<file path="src/rtl/jtopl_cpu_fifo.sv">
// jtopl_cpu_fifo -- CPU-side write front end for the OPL core.
//
// Host writes are split into address accesses, which latch the register
// index and bank, and data accesses, which queue {bank, reg, data} entries
// in a small FIFO. Queued entries are replayed to jtopl_mmr one at a time,
// paced on cenop. Consecutive mmr writes are spaced DATA_WAIT cenop cycles
// apart to honour the chip's write-recovery time.
//
// Optional feature macro: JTOPL_CPU_STATUS_EN
//   defined   : dout[4:0] = {ovf, 3'b000, busy}
//   undefined : dout[4:0] = 5'd6 (legacy chip ID). ovf is still tracked internally.
//
// Parameters
//   FIFO_DEPTH : queue entries, power of two, 2..16
//   BANKS      : 1 = single bank (addr is 1 bit), 2 = bank select on addr[1]
//   DATA_WAIT  : cenop cycles between two consecutive mmr writes
//
// Ports
//   clk, rst_n            : clock, asynchronous active-low reset
//   cenop                 : operator clock enable, paces issue and recovery wait
//   din, addr, cs_n, wr_n : host bus (addr[0]: 0 = address port, 1 = data port)
//   flag_A, flag_B, irq_n : timer status inputs, shown in dout[7:5]
//   dout                  : status byte
//   busy                  : FIFO non-empty or recovery wait in progress
//   mmr_write             : single-clk write pulse to the register file
//   mmr_bank/reg/din      : fields of the issued write, held between pulses
module jtopl_cpu_fifo #(
    parameter int FIFO_DEPTH = 4,
    parameter int BANKS      = 1,
    parameter int DATA_WAIT  = 84
) (
    input  logic             clk,
    input  logic             rst_n,
    input  logic             cenop,
    input  logic [7:0]       din,
    input  logic [BANKS-1:0] addr,
    input  logic             cs_n,
    input  logic             wr_n,
    input  logic             flag_A,
    input  logic             flag_B,
    input  logic             irq_n,
    output logic [7:0]       dout,
    output logic             busy,
    output logic             mmr_write,
    output logic             mmr_bank,
    output logic [7:0]       mmr_reg,
    output logic [7:0]       mmr_din
);

    localparam int AW = $clog2(FIFO_DEPTH);
    localparam int PW = AW + 1;
    localparam int CW = (DATA_WAIT > 1) ? $clog2(DATA_WAIT + 1) : 1;
    localparam logic [CW-1:0] WAIT_LOAD = CW'(DATA_WAIT - 1);

    typedef struct packed {
        logic       bank;
        logic [7:0] rg;
        logic [7:0] data;
    } entry_t;

    typedef enum logic {
        IDLE = 1'b0,
        WAIT = 1'b1
    } state_t;

    // ---------------------------------------------------------------
    // Host access detection
    // ---------------------------------------------------------------
    logic wr_act, wr_act_q, take, take_addr, take_data;
    logic addr_bank, status_rd;

    assign wr_act    = !cs_n && !wr_n;
    assign take      = wr_act && !wr_act_q;        // one access per strobe
    assign take_addr = take && !addr[0];
    assign take_data = take &&  addr[0];
    assign addr_bank = (BANKS == 2) ? addr[BANKS-1] : 1'b0;
    assign status_rd = !cs_n && wr_n && !addr[0];

    logic       bank_latch;
    logic [7:0] reg_latch;

    always_ff @(posedge clk or negedge rst_n) begin
        if (!rst_n) begin
            wr_act_q   <= 1'b0;
            reg_latch  <= 8'd0;
            bank_latch <= 1'b0;
        end else begin
            wr_act_q <= wr_act;
            if (take_addr) begin
                reg_latch  <= din;
                bank_latch <= addr_bank;
            end
        end
    end

    // ---------------------------------------------------------------
    // FIFO: pointers carry one extra wrap bit to tell full from empty
    // ---------------------------------------------------------------
    entry_t         mem [FIFO_DEPTH];
    logic [PW-1:0]  wp, rp;
    logic           empty, full, push, drop, pop;
    entry_t         head;

    assign empty = (wp == rp);
    assign full  = (wp[AW] != rp[AW]) && (wp[AW-1:0] == rp[AW-1:0]);
    // Full is judged on the pre-edge occupancy, so a push arriving on the
    // same clk as a pop from a full queue is still dropped.
    assign push  = take_data && !full;
    assign drop  = take_data &&  full;
    assign head  = mem[rp[AW-1:0]];

    always_ff @(posedge clk) begin
        if (push)
            mem[wp[AW-1:0]] <= '{bank: bank_latch, rg: reg_latch, data: din};
    end

    logic ovf;

    always_ff @(posedge clk or negedge rst_n) begin
        if (!rst_n) begin
            wp  <= '0;
            rp  <= '0;
            ovf <= 1'b0;
        end else begin
            if (push) wp <= wp + PW'(1);
            if (pop)  rp <= rp + PW'(1);
            if (drop)
                ovf <= 1'b1;
            else if (status_rd)
                ovf <= 1'b0;
        end
    end

    // ---------------------------------------------------------------
    // Issue FSM
    // ---------------------------------------------------------------
    state_t         state, state_nxt;
    logic [CW-1:0]  cnt, cnt_nxt;

    always_ff @(posedge clk or negedge rst_n) begin
        if (!rst_n) begin
            state <= IDLE;
            cnt   <= '0;
        end else begin
            state <= state_nxt;
            cnt   <= cnt_nxt;
        end
    end

    // The counter leaves WAIT on the same cenop that brings it to zero, so
    // the next IDLE cenop issues exactly DATA_WAIT cenops after the last one.
    always_comb begin
        state_nxt = state;
        cnt_nxt   = cnt;
        pop       = 1'b0;
        case (state)
            IDLE: begin
                if (!empty && cenop) begin
                    pop     = 1'b1;
                    cnt_nxt = WAIT_LOAD;
                    if (DATA_WAIT > 1) state_nxt = WAIT;
                end
            end
            WAIT: begin
                if (cenop) begin
                    if (cnt <= CW'(1)) begin
                        cnt_nxt   = '0;
                        state_nxt = IDLE;
                    end else begin
                        cnt_nxt = cnt - CW'(1);
                    end
                end
            end
            default: state_nxt = IDLE;
        endcase
    end

    always_ff @(posedge clk or negedge rst_n) begin
        if (!rst_n) begin
            mmr_write <= 1'b0;
            mmr_bank  <= 1'b0;
            mmr_reg   <= 8'd0;
            mmr_din   <= 8'd0;
        end else begin
            mmr_write <= pop;
            if (pop) begin
                mmr_bank <= head.bank;
                mmr_reg  <= head.rg;
                mmr_din  <= head.data;
            end
        end
    end

    // ---------------------------------------------------------------
    // Status
    // ---------------------------------------------------------------
    assign busy = !empty || (state == WAIT);

`ifdef JTOPL_CPU_STATUS_EN
    assign dout = {~irq_n, flag_A, flag_B, ovf, 3'b000, busy};
`else
    assign dout = {~irq_n, flag_A, flag_B, 5'd6};
`endif

endmodule

</file>
<file path="config.mk">
export PLATFORM = sky130hd
export DESIGN_NAME = jtopl_cpu_fifo
export DESIGN_NICKNAME = d
export VERILOG_FILES = /design/src/rtl/jtopl_cpu_fifo.sv
export SDC_FILE = /design/constraint.sdc
export NUM_CORES = 1
export LEC_CHECK = 0
export ABC_AREA = 1
export BUFFER_PORTS_ARGS = -buffer_cell sky130_fd_sc_hd__buf_2
export CORE_MARGIN = 8
export CORE_UTILIZATION = 45
export DETAILED_ROUTE_END_ITERATION = 8
export PLACE_DENSITY_LB_ADDON = 0.08
export RECOVER_POWER = 100
export SETUP_SLACK_MARGIN = 0.4
export SLEW_MARGIN = 20
export SYNTH_ARGS = -nofsm -noshare
export SYNTH_HDL_FRONTEND = slang
export SYNTH_SLANG_ARGS = --single-unit
</file>
<file path="constraint.sdc">
create_clock -name clk -period 4 [get_ports clk]
set_clock_uncertainty 0.05 [all_clocks]
set_input_delay 0 -clock clk [delete_from_list [all_inputs] [get_ports clk]]
set_output_delay 0 -clock clk [all_outputs]
set_load 0.1 [all_outputs]
</file>
## After elaboration in Yosys (flattened, before gate mapping)

Memory sizes are Yosys's and may differ from the RTL's. A register that Yosys moved wholly into a read port is not among the register bits.
Cells that the tools add are included.

| cells by class | value |
|---|---|
| bitwise operators | 2 |
| reduce and logical (&&, ||, !) cells | 16 |
| mux-type cells | 11 |
| $add $sub $neg | 3 |
| equality and inequality tests | 5 |
| magnitude comparators | 1 |

Operators by type and width:

| cell | number |
|---|---|
| two-way mux 7 bit | 3 |
| one-hot mux 7 bit (2 select lines) | 1 |
| less-or-equal comparator 7 x 1 -> 1 bit, second input constant | 1 |
| logical AND 1 bit | 7 |
| zero test 1 bit | 7 |
| subtractor 7 x 1 -> 7 bit, second input constant | 1 |
| adder 3 x 1 -> 3 bit, second input constant | 2 |
| two-way mux 1 bit | 6 |
| inequality test 2 bit, second input constant | 2 |
| equality test 3 bit | 1 |
| equality test 2 bit | 1 |
| NOT 1 bit | 2 |
| one-hot mux 1 bit (2 select lines) | 1 |
| AND reduction 2 bit | 1 |
| logical OR 1 bit | 1 |
| inequality test 1 bit | 1 |

| word-level totals | value |
|---|---|
| output and inout port bits | 27 |
| logic and storage cells | 47 |
| memories | 1 |
| RAM bits | 64 |
| register bits | 25 |
| bits of input ports | 17 |

Memories:

| memory | depth | width | rd ports | clocked after Yosys merged registers in | wr ports | RTL line | text |
|---|---|---|---|---|---|---|---|
| mem | 4 | 16 | 1 | 1 | 1 | 99 | `entry_t mem [FIFO_DEPTH];` |

## Logic depth before layout (Yosys ltp)

Gate-level depths: netlist of run 1.

| depth | value |
|---|---|
| depth after elaboration | 7 |
| gate-level depth with buffers | 9 |
| gate-level depth less buffers | 9 |

## Worst setup path before layout of run 1

Ideal clock, no wire load.

| timing | value |
|---|---|
| kind | register -> register |
| from | register rp[0] |
| to | register cnt[5] |
| buffers on the path | 1 |
| arrival | 2324 ps |
| cell stages (with the launch flop) | 8 |
| slack | 1509 ps |
| data required time | 3832 ps |
| clock period less this slack | 2491 ps |
| cell sequence | dfrtp_1 buf_2 xnor2_2 nand4_1 nand2_2 inv_1 nand2_1 nand2_1 |

| between the ends | value |
|---|---|
| longest elaborated chain between the ends | 5 |

RTL lines:

| element | RTL line | text |
|---|---|---|
| start, declared | 100 | `logic [PW-1:0] wp, rp;` |
| start signal, assigned | 126 | `if (pop) rp <= rp + PW'(1);` |
| equality test 3 bit | 104 | `assign empty = (wp == rp);` |
| zero test 1 bit | 158 | `if (!empty && cenop) begin` |
| logical AND 1 bit | 158 |  |
| inequality test 2 bit (no line) | -- |  |
| AND reduction 2 bit (no line) | -- |  |
| end signal, assigned | 146 | `cnt <= cnt_nxt;` |
| end, declared | 138 | `logic [CW-1:0] cnt, cnt_nxt;` |

No other way between the ends.
A chain may end at the register's enable or synchronous reset.

## Worst setup path after layout of run 1

| timing | value |
|---|---|
| from | register rp[0] |
| to | memory mem[0][13] in the netlist's numbering, enable pin |

| between the ends | value |
|---|---|
| longest elaborated chain between the ends | 6 |

RTL lines:

| element | RTL line | text |
|---|---|---|
| equality test 2 bit | 105 | `assign full = (wp[AW] != rp[AW]) && (wp[AW-1:0] == rp[AW-1:0]);` |
| logical AND 1 bit | 105 |  |
| zero test 1 bit | 108 | `assign push = take_data && !full;` |
| logical AND 1 bit | 108 |  |
| two-way mux 1 bit | 113 | `if (push)` |
| two-way mux 1 bit (not written as such) | 114 | `mem[wp[AW-1:0]] <= '{bank: bank_latch, rg: reg_latch, data: din};` |
| end, declared | 99 |  |

No other way between the ends.

==> results of run 1 <==
[report_power, final]
part           total (uW)  switching, uW  internal, uW  leakage [uW]
Clock                 668            347           320      0.000110
Sequential           1520            173          1350       0.00107
Combinational        1500           1170           326      0.000772
[layer usage]
layer	up-vias	wire, um
li1	1360	-
met1	1312	4150
met2	60	4210
met3	11	453
met4	0	131
met5	-	0
[cells in the mapped netlist]
cell type / instances
buf_6: 2
nand2_2: 3
mux2_2: 8
conb_1: 2
o21ai_2: 1
inv_1: 20
inv_4: 1
xor2_1: 2
a21oi_1: 6
buf_4: 9
xnor2_2: 1
nand3_2: 2
o22ai_1: 16
nor2_1: 44
nand2_4: 1
xnor2_1: 1
o21ai_0: 36
nand4_1: 4
dfrtp_1: 40
nand3b_1: 1
buf_2: 3
clkbuf_1: 6
o21ai_1: 1
inv_2: 1
nand3_1: 9
o21bai_1: 1
nand2_1: 81
nor4_1: 1
ha_1: 7
edfxtp_1: 64
[final timing paths]
kind / cells past startpoint / from / endpoint
min in group asynchronous: 2 / rst_n / wr_act_q$_DFF_PN0_
min reg2reg: 2 / mmr_reg[6]$_DFFE_PN0P_ / mmr_reg[6]$_DFFE_PN0P_
min: 5 / addr / wp[2]$_DFFE_PN0P_
max: 5 / rp[0]$_DFFE_PN0P_ / mem[0][13]$_DFFE_PP_
max in group asynchronous: 2 / rst_n / mmr_reg[7]$_DFFE_PN0P_
max reg2reg: 5 / rp[0]$_DFFE_PN0P_ / mem[0][13]$_DFFE_PP_
[logic make-up after synthesis]
family,share of synthesized area
multiplexers,0.0210
AND/OR/NAND/NOR,0.140
flip-flops,0.680
AO/OA/AOI/OAI,0.0771
buffers and inverters,0.0495
adder cells (fa/ha/maj),0.0204
XOR/XNOR,0.00990
other,0.00175
[layout make-up]
cell class	instances	area, um^2	share of cell area
flip-flops and latches	104	2920	0.602
multi-input cells	232	1160	0.238
repair buffers	55	320	0.0660
clock buffers	13	191	0.0394
well taps	129	161	0.0332
inverters	22	85.1	0.0175
clock inverters	3	18.8	0.00386
[stage by stage]
stage / hold slack [ns] / cell area (um^2) / cells / utilization
after CTS: 0.117 / 4930 / 558 / 0.533
after global routing: 0.246 / 4860 / 558 / 0.526
after global placement: -0.0488 / 4560 / 526 / 0.493
final: 0.170 / 4860 / 558 / 0.526
after detailed placement: -0.0488 / 4560 / 526 / 0.493
after floorplan: -0.346 / 4310 / 378 / -
[critical path, stage by stage (launching register included)]
cell and delay, ns:
dfrtp_1 0.85, xnor2_1 0.24, nand4_1 0.20, nand2_1 0.20
nor2_1 0.15, clkbuf_1 0.85
==> run metrics, run 1 <==
period utilization 0.730; IO buf count 33; via count 2,743; Final min period 2.92 ns; final hold viol count 0; first-pass GRT wire length 14,200 um; GR Layer Usage met1 0.179; # resized after CTS 0; clock latency on the worst-skew pair 0.36 ns; Crit path required time 3.93 ns; #FFs+latches synth 104; share of layout cells above drive strength 1 0.0839; final slew viol count 41; die height 114 um; vias in the first global route 2,782; 1st-pass router iterations 4; status finished with violations; filler instances 837; final antenna-violating net count 0; die footprint 0.0129 mm^2; WL/cell 16.0 um; Die X 114 um; worst-path fanout max 24; post-synthesis sequential area ratio 0.680; Inserted Clock Buffers 9; mapped cell area 0.00430 mm^2; Yosys top cell by area edfxtp_1; P per Cell Area 760 mW/mm^2; Site Rows 35; gate count after technology mapping 374; RSZ-0062 raised after global routing false; Final WS setup 1.08 ns; worst rel slew slack -0.632; Setup violations, final 0; WP data arrival 2.85 ns; clock tree root buffer cell clkbuf_8; met3 Use GR 0.0259; io pins 44; Synth Warn # 0; crit start category register; drt drc 0; initial DRC count 188; R2R setup slack 1.08 ns; post-placement setup slack 1.67 ns; clk buf depth 2; most common cell after layout, fill and taps aside nand2_1; Routed WL 8940 um; Top Usage Layer GRT met2; DR vias/cell 4.92; GRT Overall Usage 0.143; GPL Wtd Cong 0.682; Nets 448; Avg Cell Area, Syn 11.5 um^2; # diodes 0; Global Route met2 Usage 0.240; largest cells by area after synthesis edfxtp_1, dfrtp_1, nand2_1; type of destination of the critical path register; Synth cell types 30; Worst-Margin Slew 2.45 ns; Overall Power 3690 uW; largest net degree at the start of global routing 41; Clock transition at path regs 0.10 ns; antenna violations before repair 0; Detailed Place HPWL 5300 um; clk sink count 104; gr ovfl total 0; Leak 0.00195 uW; critical path class reg2reg; cts hold-fix bufs 16; CTS tree done; maxcap violations 1; core region area 0.00924 mm^2; failing checks max-capacitance violations, max-slew violations; worst vdd ir 530 uV; post-synth top area share 0.447; P&R area growth vs syn 13.0%; final setup TNS 0 ns; Clock H-tree levels 3; Initial Utilization 0.465; Hold Path Class in2reg; max reg flops 64; f_max 342 MHz; Post-CTS Setup Repair Bufs 0; commonest non-fill, non-tap cells in the layout nand2_1, edfxtp_1, nor2_1
No activity file was read; power rests on OpenSTA's default activity.
==> inputs of run 2 (changes only) <==
==> constraint.sdc (replaced) <==
create_clock -name clk -period 2.9 [get_ports clk]
set_clock_uncertainty 0.05 [all_clocks]
set_input_delay 0 -clock clk [delete_from_list [all_inputs] [get_ports clk]]
set_output_delay 0 -clock clk [all_outputs]
set_load 0.1 [all_outputs]
==> run metrics, run 2 (synthesized netlist as in run 1, its figures left out) <==
status finished clean (was finished with violations); vias in the first global route 2,741 (was 2,782); type of destination of the critical path output pin (was register); met2 WL 4060 um (was 4210 um); largest net degree at the start of global routing 41 (unchanged); Die X 114 um (unchanged); critical path class reg2out (was reg2reg); RSZ-0062 raised after global routing false (unchanged); final hold viol count 0 (unchanged); worst-path fanout max 13 (was 24); Clock H-tree levels 3 (unchanged); Inserted Clock Buffers 9 (unchanged); Clock transition at path regs 0.11 ns (was 0.10 ns); # resized after CTS 0 (unchanged); 1st-pass router iterations 4 (unchanged); DP Area 0.00456 mm^2 (about the same); via count 2,762 (was 2,743); P&R area growth vs syn 13.1% (was 13.0%); worst vdd ir 620 uV (was 530 uV); cts hold-fix bufs 16 (unchanged); clock latency on the worst-skew pair 0.36 ns (about the same); # diodes 0 (unchanged); routed wl met3 368 um (was 453 um); io pins 44 (unchanged); Top Metal Used met4 (unchanged); Hold Path Class in2async (was in2reg); GRT Overall Usage 0.142 (was 0.143); antenna violations before repair 0 (unchanged); Detailed Place HPWL 5570 um (was 5300 um); WL/cell 15.6 um (was 16.0 um); Setup violations, final 0 (unchanged); max reg flops 64 (unchanged); Metal-1 WL 4240 um (was 4150 um); IO buf count 33 (unchanged); Final min period 2.28 ns; final setup TNS 0 ns (unchanged); gr ovfl total 0 (unchanged); Worst-Margin Slew 1.18 ns (was 2.45 ns); period utilization 0.787; final slew viol count 0 (was 41); worst hold margin 0.256 ns (was 0.170 ns); clk sink count 104 (unchanged); WP data arrival 2.23 ns (was 2.85 ns); worst rel slew slack 0.217 (was -0.632); first-pass GRT wire length 14,300 um (was 14,200 um); multi-input logic area 0.00116 mm^2 (about the same); core region area 0.00924 mm^2 (unchanged); Initial Utilization 0.465 (unchanged); Design Area, Final 0.00486 mm^2 (about the same); CTS tree done (unchanged); filler instances 829 (was 837); final antenna-violating net count 0 (unchanged); die footprint 0.0129 mm^2 (unchanged); Routed WL 8710 um (was 8940 um); initial DRC count 138 (was 188); Site Rows 35 (unchanged); maxcap violations 0 (was 1); P per Cell Area 1040 mW/mm^2 (was 760 mW/mm^2); share of layout cells above drive strength 1 0.0953 (was 0.0839); DR vias/cell 4.94 (was 4.92); commonest non-fill, non-tap cells in the layout nand2_1, edfxtp_1, nor2_1 (unchanged); GPL Wtd Cong 0.745 (was 0.682); die height 114 um (unchanged); drt drc 0 (unchanged); crit start category register (unchanged); clk buf depth 2 (unchanged); Post-CTS Setup Repair Bufs 0 (unchanged); f_max 438 MHz; Reg area 0.00292 mm^2 (unchanged); Crit path required time 2.85 ns (was 3.93 ns); clock tree root buffer cell clkbuf_8 (unchanged); Nets 449 (was 448); most common cell after layout, fill and taps aside nand2_1 (unchanged); Leak 0.00196 uW (was 0.00195 uW)
## run 2: cell types whose count changed in the layout (fill, tap and decap cells not counted), moves of 2 or more
cell and change:
clkbuf_1 -5, buf_4 +4, clkinv_4 +3, clkbuf_16 -2, clkinv_2 -2
## run 2: final timing paths
| path | startpoint | to | slack (ns) | depth (start not counted) |
|---|---|---|---|---|
| hold / removal | rst_n | mmr_reg[5]$_DFFE_PN0P_ | 0.26 | 2 |
| min in group clk | mmr_reg[7]$_DFFE_PN0P_ | mmr_reg[7]$_DFFE_PN0P_ | 0.43 | 2 |
| max in group asynchronous | rst_n | rp[0]$_DFFE_PN0P_ | 1.95 | 2 |
| setup reg to reg | rp[1]$_DFFE_PN0P_ | rp[2]$_DFFE_PN0P_ | 0.66 | 9 |
| hold reg to reg | mmr_reg[7]$_DFFE_PN0P_ | mmr_reg[7]$_DFFE_PN0P_ | 0.43 | 2 |
| setup / recovery | rp[1]$_DFFE_PN0P_ | busy | 0.62 | 5 |
## run 2: where the power goes
group          switching (uW)  leakage [uW]  internal (uW)
registers                 213       0.00107           1860
clock network             523     0.0000961            331
logic                    1660      0.000796            471
total                    2400       0.00196           2660
## run 2: critical path, cell delays in order (launching register included)
cell and delay, ns:
dfrtp_1 0.63, inv_2 0.07, nand2_2 0.07, nand2_1 0.08
nand4_1 0.13, clkbuf_1 0.88
## run 2: routing by layer
layer  GRT usage  vias to the layer above
li1            -                     1360
met1       0.190                     1352
met2       0.224                       48
met3      0.0359                        2
met4      0.0400                        0
met5           0                        -
## run 2: layout make-up
cell class / instances / area share
clock inverter: 7 / 0.0136
tap: 129 / 0.0332
multi-input combinational: 232 / 0.239
sequential: 104 / 0.601
inverter: 22 / 0.0175
clock buffer: 9 / 0.0255
timing repair buffer: 56 / 0.0700
## run 2: per-stage QoR
stage	power [uW]	util	std cells	setup slack (ns)
2_1_floorplan	3840	-	378	0.409
3_3_place_gp	4260	0.494	527	1.02
3_5_place_dp	4280	0.494	527	0.957
4_1_cts	5160	0.532	559	0.929
5_1_grt	5390	0.526	559	0.443
6_report	5060	0.526	559	0.618
==> inputs of run 3 (changes only) <==
==> constraint.sdc (replaced) <==
create_clock -name clk -period 2 [get_ports clk]
set_clock_uncertainty 0.05 [all_clocks]
set_input_delay 0 -clock clk [delete_from_list [all_inputs] [get_ports clk]]
set_output_delay 0 -clock clk [all_outputs]
set_load 0.1 [all_outputs]
==> run metrics, run 3 (synthesized netlist as in run 1, its figures left out) <==
status finished clean (unchanged); f_max 594 MHz; Die X 114 um (unchanged); core region area 0.00924 mm^2 (unchanged); sw power 3510 uW (was 2400 uW); Crit path required time 2.23 ns (was 2.85 ns); Hold Path Class in2async (unchanged); WP depth 8 (was 5); vias in the first global route 2,916 (was 2,741); final slew viol count 0 (unchanged); WL/cell 15.7 um (was 15.6 um); clk buf depth 2 (unchanged); P&R area growth vs syn 17.6% (was 13.1%); Sequential Power Share 0.393 (was 0.410); die footprint 0.0129 mm^2 (unchanged); Final min period 1.68 ns; post-placement setup slack 0.259 ns (was 0.957 ns); worst r2r path cells 8 (was 9); dpl cells 530 (was 527); routed wl met3 335 um (was 368 um); Leak 0.00203 uW (was 0.00196 uW); Site Rows 35 (unchanged); RSZ-0062 raised after global routing true (was false); gr ovfl total 0 (unchanged); Power Internal 4090 uW (was 2660 uW); critical path class reg2reg (was reg2out); Final WS setup 0.316 ns (was 0.618 ns); worst vdd ir 892 uV (was 620 uV); type of destination of the critical path register (was output pin); fin cells 571 (was 559); first-pass GRT wire length 14,800 um (was 14,300 um); P per Cell Area 1500 mW/mm^2 (was 1040 mW/mm^2); share of layout cells above drive strength 1 0.143 (was 0.0953); Clock transition at path regs 0.10 ns (was 0.11 ns); antenna violations before repair 0 (unchanged); Most common cell on crit path nand2_2; final antenna-violating net count 0 (unchanged); GPL Wtd Cong 0.760 (was 0.745); CP top delay family buffers and inverters (unchanged); io pins 44 (unchanged); commonest non-fill, non-tap cells in the layout nand2_1, edfxtp_1, nor2_1 (unchanged); Initial Utilization 0.465 (unchanged); GRT Overall Usage 0.146 (was 0.142); worst rel slew slack 0.209 (was 0.217); crit path buf inv count 3 (was 2); CTS tree done (unchanged); Worst-Margin Slew 1.19 ns (was 1.18 ns); WP data arrival 1.91 ns (was 2.23 ns); crit start category register (unchanged); drt drc 0 (unchanged); Setup violations, final 0 (unchanged); Reg area 0.00292 mm^2 (about the same); 1st-pass router iterations 4 (unchanged); DR vias/cell 4.97 (was 4.94); Clock H-tree levels 3 (unchanged); largest net degree at the start of global routing 41 (unchanged); maxcap violations 0 (unchanged); Comb pwr share 0.439 (was 0.421); via count 2,839 (was 2,762); Clk network pwr share 0.168 (was 0.169); Detailed Place HPWL 5750 um (was 5570 um); DP Area 0.00471 mm^2 (was 0.00456 mm^2); final setup TNS 0 ns (unchanged); Inserted Clock Buffers 9 (unchanged); Metal-1 WL 4020 um (was 4240 um); clk sink count 104 (unchanged); Design Area, Final 0.00505 mm^2 (was 0.00486 mm^2); Critical Path Slowest Stage Cell dfrtp_1 (was clkbuf_1); die height 114 um (unchanged); # diodes 0 (unchanged); clock latency on the worst-skew pair 0.36 ns (about the same); most common cell after layout, fill and taps aside nand2_1 (unchanged); Nets 461 (was 449); Overall Power 7600 uW (was 5060 uW); final hold viol count 0 (unchanged); period utilization 0.842; CP cell instances inv_2 -> nand2_2 -> nand2_2 -> clkbuf_4 -> nand3_2 -> nand2_1 -> buf_4 -> xor2_1 (was inv_2 -> nand2_2 -> nand2_1 -> nand4_1 -> clkbuf_1); worst-path fanout max 14 (was 13); Largest stage delay, worst path 0.46 ns (was 0.88 ns); max reg flops 64 (unchanged); Top Metal Used met4 (unchanged); filler instances 806 (was 829); met2 WL 4480 um (was 4060 um); switch share 0.462 (was 0.474); IO buf count 33 (unchanged); Routed WL 8950 um (was 8710 um); clock tree root buffer cell clkbuf_8 (unchanged); multi-input logic area 0.00120 mm^2 (was 0.00116 mm^2); initial DRC count 182 (was 138)
-- run 3: worst paths after layout --
path                                             start                       end  slack [ns]
worst max-delay path                 rp[1]$_DFFE_PN0P_         rp[0]$_DFFE_PN0P_        0.32
worst min-delay path                             rst_n  reg_latch[3]$_DFFE_PN0P_        0.31
worst max register to register       rp[1]$_DFFE_PN0P_         rp[0]$_DFFE_PN0P_        0.32
worst min register to register  mmr_reg[1]$_DFFE_PN0P_    mmr_reg[1]$_DFFE_PN0P_        0.44
max in group asynchronous                        rst_n         wp[0]$_DFFE_PN0P_        0.88
min in group clk                mmr_reg[1]$_DFFE_PN0P_    mmr_reg[1]$_DFFE_PN0P_        0.44
-- run 3: per-layer routing --
| metal | global-route usage | vias up |
|---|---|---|
| met3 | 0.0301 | 12 |
| met5 | 0 | - |
| met2 | 0.240 | 47 |
| met1 | 0.183 | 1395 |
| met4 | 0.0586 | 0 |
| li1 | - | 1385 |
-- run 3: worst reg2reg max path, cell delays in order, from the launching register on --
cell and delay (ns):
dfrtp_1 0.46, inv_2 0.09, nand2_2 0.05, nand2_2 0.07
clkbuf_4 0.13, nand3_2 0.06, nand2_1 0.25, buf_4 0.28
xor2_1 0.17
-- run 3: timing repair --
| action | CTS | global route |
|---|---|---|
| pin swaps | 3 | 3 |
| resized for setup | 3 | 9 |
| hold endpoints to repair | 86 | 0 |
| cloned | 0 | 0 |
| setup buffers | 5 | 4 |
| endpoints found under the setup margin | 61 | 87 |
| hold buffers | 16 | 0 |
-- run 3: stage by stage --
| stage | utilization | hold slack [ns] |
|---|---|---|
| 3_5_place_dp | 0.510 | -0.0493 |
| 2_1_floorplan | - | -0.346 |
| 3_3_place_gp | 0.510 | -0.0493 |
| 6_report | 0.547 | 0.309 |
| 5_1_grt | 0.547 | 0.393 |
| 4_1_cts | 0.554 | 0.297 |
-- run 3: area by class of cell --
cell class | instances | area share
clock buffer | 11 | 0.0302
sequential | 104 | 0.579
timing repair buffer | 68 | 0.0966
tap | 129 | 0.0319
inverter | 22 | 0.0168
multi-input combinational | 232 | 0.237
clock inverter | 5 | 0.00891
-- run 3: power groups by stage --
stage          clock, uW  sequential, uW  combinational (uW)
2_1_floorplan          0            4100                1550
3_3_place_gp           0            3040                3260
3_5_place_dp           0            3060                3280
4_1_cts             1330            3000                3410
5_1_grt             1410            3050                3650
6_report            1280            2990                3330
